**src/rtl/crc_frame_ctrl.sv**
```systemverilog
// crc_frame_ctrl: byte-framed, bit-serial augmented CRC generator with a valid/ready result handshake
module crc_frame_ctrl #(
   parameter int                  CRC_LEN        = 16,
   parameter logic [CRC_LEN-1:0]  CRC_POLYNOMIAL = 16'h8005
) (
   input  logic               clk_in,
   input  logic               reset,
   input  logic [7:0]         in_data,
   input  logic               in_valid,
   input  logic               in_last,
   output logic               in_ready,
   output logic [CRC_LEN-1:0] crc_out,
   output logic               crc_valid,
   input  logic               crc_ready,
   output logic               busy
);
   localparam logic [2:0] IDLE  = 3'd0;
   localparam logic [2:0] WAIT  = 3'd1;
   localparam logic [2:0] SHIFT = 3'd2;
   localparam logic [2:0] FLUSH = 3'd3;
   localparam logic [2:0] DONE  = 3'd4;
   localparam int CW = $clog2((CRC_LEN > 8 ? CRC_LEN : 8) + 1);
   logic [2:0]         state_q, state_d;
   logic [CRC_LEN-1:0] crc_q, crc_d, step;
   logic [7:0]         byte_q, byte_d;
   logic               last_q, last_d, next_bit;
   logic [CW-1:0]      cnt_q, cnt_d;
   assign in_ready  = (state_q == IDLE) || (state_q == WAIT);
   assign crc_valid = state_q == DONE;
   assign busy      = state_q != IDLE;
   assign crc_out   = crc_q;
   // Flush phase feeds zeros, which appends CRC_LEN zero bits to the message
   assign next_bit  = (state_q == SHIFT) ? byte_q[7] : 1'b0;
   assign step      = {crc_q[CRC_LEN-2:0], next_bit} ^ (CRC_POLYNOMIAL & {CRC_LEN{crc_q[CRC_LEN-1]}});
   always_comb begin
      state_d = state_q;
      crc_d   = crc_q;
      byte_d  = byte_q;
      last_d  = last_q;
      cnt_d   = cnt_q;
      case (state_q)
         IDLE, WAIT: if (in_valid) begin
            crc_d   = (state_q == IDLE) ? '0 : crc_q;
            byte_d  = in_data;
            last_d  = in_last;
            cnt_d   = '0;
            state_d = SHIFT;
         end
         SHIFT: begin
            crc_d   = step;
            byte_d  = {byte_q[6:0], 1'b0};
            cnt_d   = (cnt_q == CW'(7)) ? '0 : cnt_q + 1'b1;
            state_d = (cnt_q != CW'(7)) ? SHIFT : last_q ? FLUSH : WAIT;
         end
         FLUSH: begin
            crc_d   = step;
            cnt_d   = (cnt_q == CW'(CRC_LEN - 1)) ? '0 : cnt_q + 1'b1;
            state_d = (cnt_q == CW'(CRC_LEN - 1)) ? DONE : FLUSH;
         end
         DONE: state_d = crc_ready ? IDLE : DONE;
         default: state_d = IDLE;
      endcase
   end
   always_ff @(posedge clk_in) begin
      if (reset) begin
         state_q <= IDLE;
         crc_q   <= '0;
         byte_q  <= '0;
         last_q  <= 1'b0;
         cnt_q   <= '0;
      end else begin
         state_q <= state_d;
         crc_q   <= crc_d;
         byte_q  <= byte_d;
         last_q  <= last_d;
         cnt_q   <= cnt_d;
      end
   end
endmodule
```
**config.mk**
```make
export PLATFORM = sky130hd
export DESIGN_NAME = crc_frame_ctrl
export DESIGN_NICKNAME = d
export VERILOG_FILES = /design/src/rtl/crc_frame_ctrl.sv
export SDC_FILE = /design/constraint.sdc
export NUM_CORES = 1
export LEC_CHECK = 0
export CORE_MARGIN = 5
export CORE_UTILIZATION = 49
export CTS_CLUSTER_DIAMETER = 150
export DETAILED_ROUTE_END_ITERATION = 10
export PLACE_DENSITY = 0.79
export REMOVE_ABC_BUFFERS = 1
export SLEW_MARGIN = 40
export SYNTH_ARGS = -nofsm -noshare
export SYNTH_HDL_FRONTEND = slang
export SYNTH_SLANG_ARGS = --single-unit
```
**constraint.sdc**
```tcl
create_clock -name clk_in -period 1.9 [get_ports clk_in]
set_input_delay 0.38 -clock clk_in [delete_from_list [all_inputs] [get_ports clk_in]]
set_output_delay 0.38 -clock clk_in [all_outputs]
set_load 0.1 [all_outputs]
```
# Yosys cells after proc, flatten, opt, wreduce, memory -nomap -nowiden
# Index checks and enable logic that the tools add are counted.
word_totals:
  reg_bits: 33
  latchBits: 0
  ram_bits: 0
  rom_bits: 0
  in_bits: 13
  mem_count: 0
op_classes:
  addsub: 1
  n_mul: 0
  n_div: 0
  n_lt_le_gt_ge: 0
  eq_ne: 9
  n_shift: 0
  muxes: 16
  bitwise_logic: 1
  n_reduce_logical: 12
op_table:
  columns: ["cell", "n"]
  rows:
  - ["$mux 16", 2]
  - ["$pmux 16 s2", 1]
  - ["$pmux 8 s2", 1]
  - ["$xor 16x16->16", 1]
  - ["$mux 5", 3]
  - ["$pmux 5 s3", 1]
  - ["$pmux 3 s4", 1]
  - ["$mux 3", 3]
  - ["$mux 8", 1]
  - ["$eq 3x2->1 const B", 2]
  - ["$reduce_and 2->1", 3]
  - ["$reduce_bool 3->1", 2]
  - ["$add 5x1->5 const B", 1]
  - ["$eq 5x3->1 const B", 1]
  - ["$eq 5x4->1 const B", 1]
  - ["$ne 5x3->1 const B", 1]
  - ["$mux 2", 2]
  - ["$ne 2x2->1 const B", 2]
  - ["$reduce_bool 2->1", 2]
  - ["$reduce_or 2->1", 2]
  - ["$eq 3x1->1 const B", 1]
  - ["$eq 3x3->1 const B", 1]
  - ["$logic_not 3->1", 1]
  - ["$reduce_and 3->1", 1]
  - ["other kinds (2)", 2]

# Depth between registers and ports, before layout
# Gate-level depths: netlist (run 1).
depth:
  word_depth: 4
  ltp_mapped: 8
  mapped_depth_nobuf: 8

# Worst setup path after synthesis (run 1)
# Ideal clock, no wire load.
synth_path:
  path_type: "register -> output"
  from: "register state_q[0]"
  to: "output port crc_valid"
  t_arrival_ns: 2.617
  required_ns: 1.520
  slack_ns: -1.097
  stages_incl_launch_ff: 3
  path_buffers: 1
  cell_sequence: "dfxtp_1 > clkbuf_1 > nor3_1"
synth_via:
  elab_chain_cells: 1
synth_rtl:
  columns: ["element", "line_no", "text"]
  rows:
  - ["start, declared", "23", "logic [2:0] state_q, state_d;"]
  - ["start signal, assigned", "72", "state_q <= state_d;"]
  - ["$eq 3x3->1", "29", "assign crc_valid = state_q == DONE;"]
  - ["end, declared", "13", "output logic crc_valid,"]
# No other way between the ends.

# Final worst setup path (run 1)
layout_path:
  from: "register state_q[0]"
  to: "output port busy"
layout_via:
  elab_chain_cells: 1
layout_rtl:
  columns: ["element", "line_no", "text"]
  rows:
  - ["$reduce_bool 3->1", "30", "assign busy = state_q != IDLE;"]
  - ["end, declared", "15", "output logic busy"]
# No other way between the ends.

==> results.md, run 1 <==
- Status: complete, no violations
- Most area-hungry cell type in the Yosys netlist: dfxtp_1
- Later-pin clock latency in the skew report: 0.36 ns
- Tot Pwr: 0.00150 W
- Buffers on Ports: 31
- Slew headroom: 0.611
- Initial antenna violation count: 0
- Hold Path Class: register to register
- Mapped Area: 0.00147 mm²
- WL final: 3160 µm
- Antenna fix cells: 0
- Worst VDD drop: 0.611 mV
- Slew Viols, Final: 0
- Fin cells: 218
- Register-to-register setup slack: 0.17 ns
- I/O pins: 32
- Top cells by area, synth: dfxtp_1 45%, mux2i_1 16%, nor2_1 7.9%
- Critical path class: register to output port
- Die height: 64.7 µm
- Req. time, crit path: 1.52 ns
- Vias in the first global route: 1,192
- Register area share after synthesis: 0.450
- R2r worst-path depth: 7
- Synth Area per Inst: 9.66 µm²
- Async SR Flop Fraction: 0
- Maximum clock rate: 0.561 GHz
- Full die area: 0.00419 mm²
- Placed cells: 210
- Final Net Count: 202
- Total Routing Usage GR: 0.173
- Final ANT Viol Nets: 0
- Nature of the critical path endpoint: output port
- Final period util: 0.938
- Pwr Density: 758 mW/mm²
- Post-CTS Setup Bufs: 0
- GP Congestion: 0.921
- Synth top area share: 0.450
- Wire per inst: 14.5 µm
- CTS buffer count: 5
- Row count: 19
- Commonest cells in the synthesized netlist: 33 x dfxtp_1, 31 x nor2_1, 23 x mux2i_1, 7 x a211oi_1, 6 x inv_1
- Root Driver: clkbuf_4
- Worst Hold Path EP: state_q[0]
- Max Fanout on Critical Path: 12
- Startpoint Class: register
- Post-CTS Hold Buffers: 0
- Skew final: 0.0171 ns
- Reg-to-Reg Start: cnt_q[0]
- Pin count of the biggest net entering global routing: 16
- First-pass GRT wire length: 5490 µm
- Core ar.: 0.00281 mm²
- Leak: 0.800 nW
- Min cycle time layout: 1.78 ns
- Die X: 64.7 µm
- Main synth FF type: dfxtp_1
- Hold Violations, Final: 0
- Reg-to-Reg End: state_q[1]
- Worst slew pin tran: 0.581 ns
- Vias/cell: 5.52
- YS warnings: 0
- Initial core utilization: 0.523
- Worst Hold Launch: state_q[2]
- Hold Path Stages: 1
- CTS Sinks: 33
- Reg clk slew, reported paths: 0.11 ns
- Most frequent cell after synthesis: dfxtp_1
- CTS tree: built
- Initial drt markers: 78
- Final setup fails: 0
- Post-DP HPWL: 2320 µm
- CP arrival: 1.40 ns
- Syn Inst Count: 152
- EDFF count, synth: 0
- Drt first pass iters: 4
- Max cap viols: 0
- Via count: 1,203
- DRC errors left: 0
- Layout cells sized above 1: 0.214
- GRT overflow: 0
- #FFs+latches synth: 33
- CTS Buffer Depth: 2
- CTS H-tree lvls: 2
- Hold WS: 0.492 ns
- Area Growth Syn to Fin: 34.8%
- Yosys cell types: 35
cell usage in the layout (no fill, tap or decap), drive strengths merged, types with 3 or more instances in the layout:
master         netlist  final
dfxtp               33     33
nor2                31     31
buf                  6     25
mux2i               23     23
clkdlybuf4s50        0     12
a211oi               8      8
clkbuf               4      7
inv                  6      6
a22oi                4      4
xor2                 3      3
nand2                3      3
ha                   3      3
nor3                 3      3
flip-flops by register name (all words and copies together), names as in the netlist:
register / count
cnt_q: 5
state_q: 3
last_q: 1
crc_out: 16
byte_q: 8
worst max path at each step:
stage          cells after the start  startpoint     endpoint
2_1_floorplan                      2  state_q[2]    crc_valid
3_3_place_gp                       5    in_valid  crc_out[10]
3_5_place_dp                       5    in_valid  crc_out[10]
4_1_cts                            3  state_q[2]    crc_valid
5_1_grt                            7    cnt_q[0]   state_q[1]
6_report                           2  state_q[0]         busy
logic make-up (layout without fill, tap and decap cells):
| kind of cell | after synthesis | count (layout) | synth area share |
|---|---|---|---|
| simple gates | 49 | 49 | 0.157 |
| fa+ha+maj | 3 | 3 | 0.0256 |
| xor+xnor | 4 | 4 | 0.0239 |
| mux | 23 | 23 | 0.157 |
| flops | 33 | 33 | 0.450 |
| compound gates | 24 | 24 | 0.137 |
| buf+inv | 16 | 51 | 0.0494 |
metal layers:
metal / part of all wire / track usage / vias up
met5: 0 / 0 / -
met4: 0.028 / 0.119 / 0
met2: 0.46 / 0.269 / 31
li1: - / - / 603
met1: 0.46 / 0.204 / 562
met3: 0.051 / 0.0501 / 7
what timing repair did:
action | 4_1_cts | 5_1_grt
pin swaps | 0 | 1
setup endpoints to repair | 1 | 3
gates resized for setup | 1 | 5
per-stage QoR:
stage | TNS (ns) | util | instance area, µm² | setup WS (ns)
3_3_place_gp | 0 | 0.669 | 1880 | 0.0239
5_1_grt | -0.0100 | 0.705 | 1980 | -0.0100
4_1_cts | 0 | 0.701 | 1970 | 0.0429
2_1_floorplan | -9.48 | - | 1420 | -1.08
3_5_place_dp | -0.0637 | 0.669 | 1880 | -0.0268
6_report | 0 | 0.705 | 1980 | 0.118
worst max-delay path, cell delays in order (launching register included):
cell     delay, ns
dfxtp_2       0.41
or3_1         0.45
buf_12        0.19
area by class of cell:
class	instances	area (µm²)
Clock buffer	7	55.1
Clock inverter	1	30.0
Fill cell	219	827
Inverter	6	22.5
Multi-Input combinational cell	103	747
Sequential cell	33	664
Tap cell	31	38.8
Timing Repair Buffer	37	420
where the power goes:
group          internal [W]  leakage (nW)  total (W)  switching, W
clock network      0.000314        0.0455   0.000565      0.000251
logic             0.0000963         0.485   0.000202      0.000106
registers          0.000713         0.270   0.000733     0.0000195
total               0.00112         0.800    0.00150      0.000376
Note: power is estimated with default switching activity, not from simulation.
==> run 2: changes to the inputs <==
GPL_TIMING_DRIVEN = 0   (was not set)
==> results.md, run 2 (synthesis results as in run 1) <==
- Status: complete, no violations
- TNS Setup: 0 ns (unchanged)
- Min cycle time layout: 1.81 ns (+0.0266 ns)
- Initial drt markers: 52 (-33%)
- RSZ-0062 raised after global routing: false
- Register-to-register setup slack: 0.17 ns (about the same)
- Hold Path Class: register to register
- Initial antenna violation count: 0 (unchanged)
- GP Congestion: 0.823 (-11%)
- Later-pin clock latency in the skew report: 0.33 ns (-0.03 ns)
- DRC errors left: 0 (unchanged)
- Resize count post-CTS: 2 (+1)
- Final period util: 0.952 (+0.0140)
- Pwr Density: 813 mW/mm² (+7.3%)
- CTS H-tree lvls: 2 (unchanged)
- Total Routing Usage GR: 0.143 (-0.0300)
- Die X: 64.7 µm (unchanged)
- Metal1 wirelength: 1230 µm (-15%)
- Req. time, crit path: 1.52 ns (about the same)
- Buffers on Ports: 31 (unchanged)
- R2r worst-path depth: 7 (unchanged)
- First-pass GRT wire length: 4710 µm (-14%)
- Post-CTS Setup Bufs: 0 (unchanged)
- Max Fanout on Critical Path: 12 (unchanged)
- Tot Pwr: 0.00144 W (-3.8%)
- Vias/cell: 5.43 (-1.6%)
- CP arrival: 1.43 ns (+0.03 ns)
- Full die area: 0.00419 mm² (unchanged)
- GRT overflow: 0 (unchanged)
- I/O pins: 32 (unchanged)
- Reg clk slew, reported paths: 0.09 ns (-0.02 ns)
- Skew final: 0.00488 ns (-0.0122 ns)
- Nature of the critical path endpoint: output port
- Initial core utilization: 0.523 (unchanged)
- Vias in the first global route: 1,094 (-8.2%)
- Slew Viols, Final: 0 (unchanged)
- Metal2 WL: 1350 µm (-7.3%)
- Met3 wire length: 166 µm (+3.8%)
- WL final: 2770 µm (-12%)
- Drt first pass iters: 4 (unchanged)
- Root Driver: clkbuf_4
- Util after Layout: 0.632 (-0.0727)
- Reg-to-Reg Start: cnt_q[0]
- Worst slew pin tran: 0.724 ns (+0.143 ns)
- Startpoint Class: register
- Die height: 64.7 µm (unchanged)
- Reg-to-Reg End: state_q[1]
- Pin count of the biggest net entering global routing: 22 (+6)
- CTS Sinks: 33 (unchanged)
- Maximum clock rate: 0.553 GHz (-1.5%)
- Max cap viols: 0 (unchanged)
- Core ar.: 0.00281 mm² (unchanged)
- CTS Buffer Depth: 2 (unchanged)
- CTS tree: built
- Leak: 0.746 nW (-6.7%)
- Via count: 1,151 (-4.3%)
- Post-CTS Hold Buffers: 0 (unchanged)
- Worst VDD drop: 0.505 mV (-17%)
- Commonest cells after routing, fill and taps aside: 31 x nor2_1, 31 x dfxtp_1, 23 x mux2i_1, 17 x buf_2, 12 x clkdlybuf4s50_1
- CTS buffer count: 5 (unchanged)
- Hold Violations, Final: 0 (unchanged)
- CP Capture Point: busy
- Final setup fails: 0 (unchanged)
- Final instance area: 0.00177 mm² (-10%)
- Critical path class: register to output port
- Row count: 19 (unchanged)
- Number of flip-flops in the largest register: 16 (unchanged)
- Max Used Layer: met4
- Layout cells sized above 1: 0.182 (-0.0316)
- Antenna fix cells: 0 (unchanged)
- Final Net Count: 196 (-3.0%)
- Area Growth Syn to Fin: 20.9%
- Post-DP HPWL: 2070 µm (-11%)
- Final ANT Viol Nets: 0 (unchanged)
- Slew headroom: 0.516 (-0.0953)
- Crit. Startpoint: state_q[0]
- Wire per inst: 13.1 µm (-9.7%)
- Placed cell areas: 0.00167 mm² (-11%)
run 2: routing by layer:
| layer | vias to the layer above | GRT usage |
|---|---|---|
| met3 | 3 | 0.0501 |
| li1 | 594 | - |
| met2 | 32 | 0.257 |
| met5 | - | 0 |
| met4 | 0 | 0.0633 |
| met1 | 522 | 0.149 |
run 2: area by class of cell:
cell class | instances | area [µm²]
tap | 31 | 38.8
timing repair buffer | 31 | 224
clock buffer | 7 | 55.1
sequential | 33 | 663
multi-input combinational | 103 | 741
inverter | 6 | 22.5
clock inverter | 1 | 30.0
fill | 239 | 1030
run 2: metrics by stage:
step	hold slack (ns)	cells	setup WS (ns)
4_1_cts	0.513	212	0.00605
3_5_place_dp	0.497	204	-0.130
5_1_grt	0.532	212	0.00447
3_3_place_gp	0.487	204	-0.453
2_1_floorplan	0.445	142	-1.08
6_report	0.502	212	0.0912
run 2: report_power, final:
| group | internal, W | switching [W] | total, W |
|---|---|---|---|
| combinational | 0.0000721 | 0.0000981 | 0.000170 |
| sequential | 0.000713 | 0.0000181 | 0.000731 |
| clock | 0.000314 | 0.000227 | 0.000541 |
run 2: worst min path at each step:
stage | depth (start not counted) | end | from
finish | 1 | state_q[1] | state_q[2]
detailed placement | 2 | byte_q[7] | byte_q[6]
global route | 2 | byte_q[3] | byte_q[2]
global placement | 2 | byte_q[5] | byte_q[4]
CTS | 2 | byte_q[2] | byte_q[1]
floorplan | 1 | cnt_q[4] | reset
run 2: critical path, stage by stage (launching register included):
cell	delay, ns
dfxtp_1	0.43
or3_1	0.43
buf_4	0.25
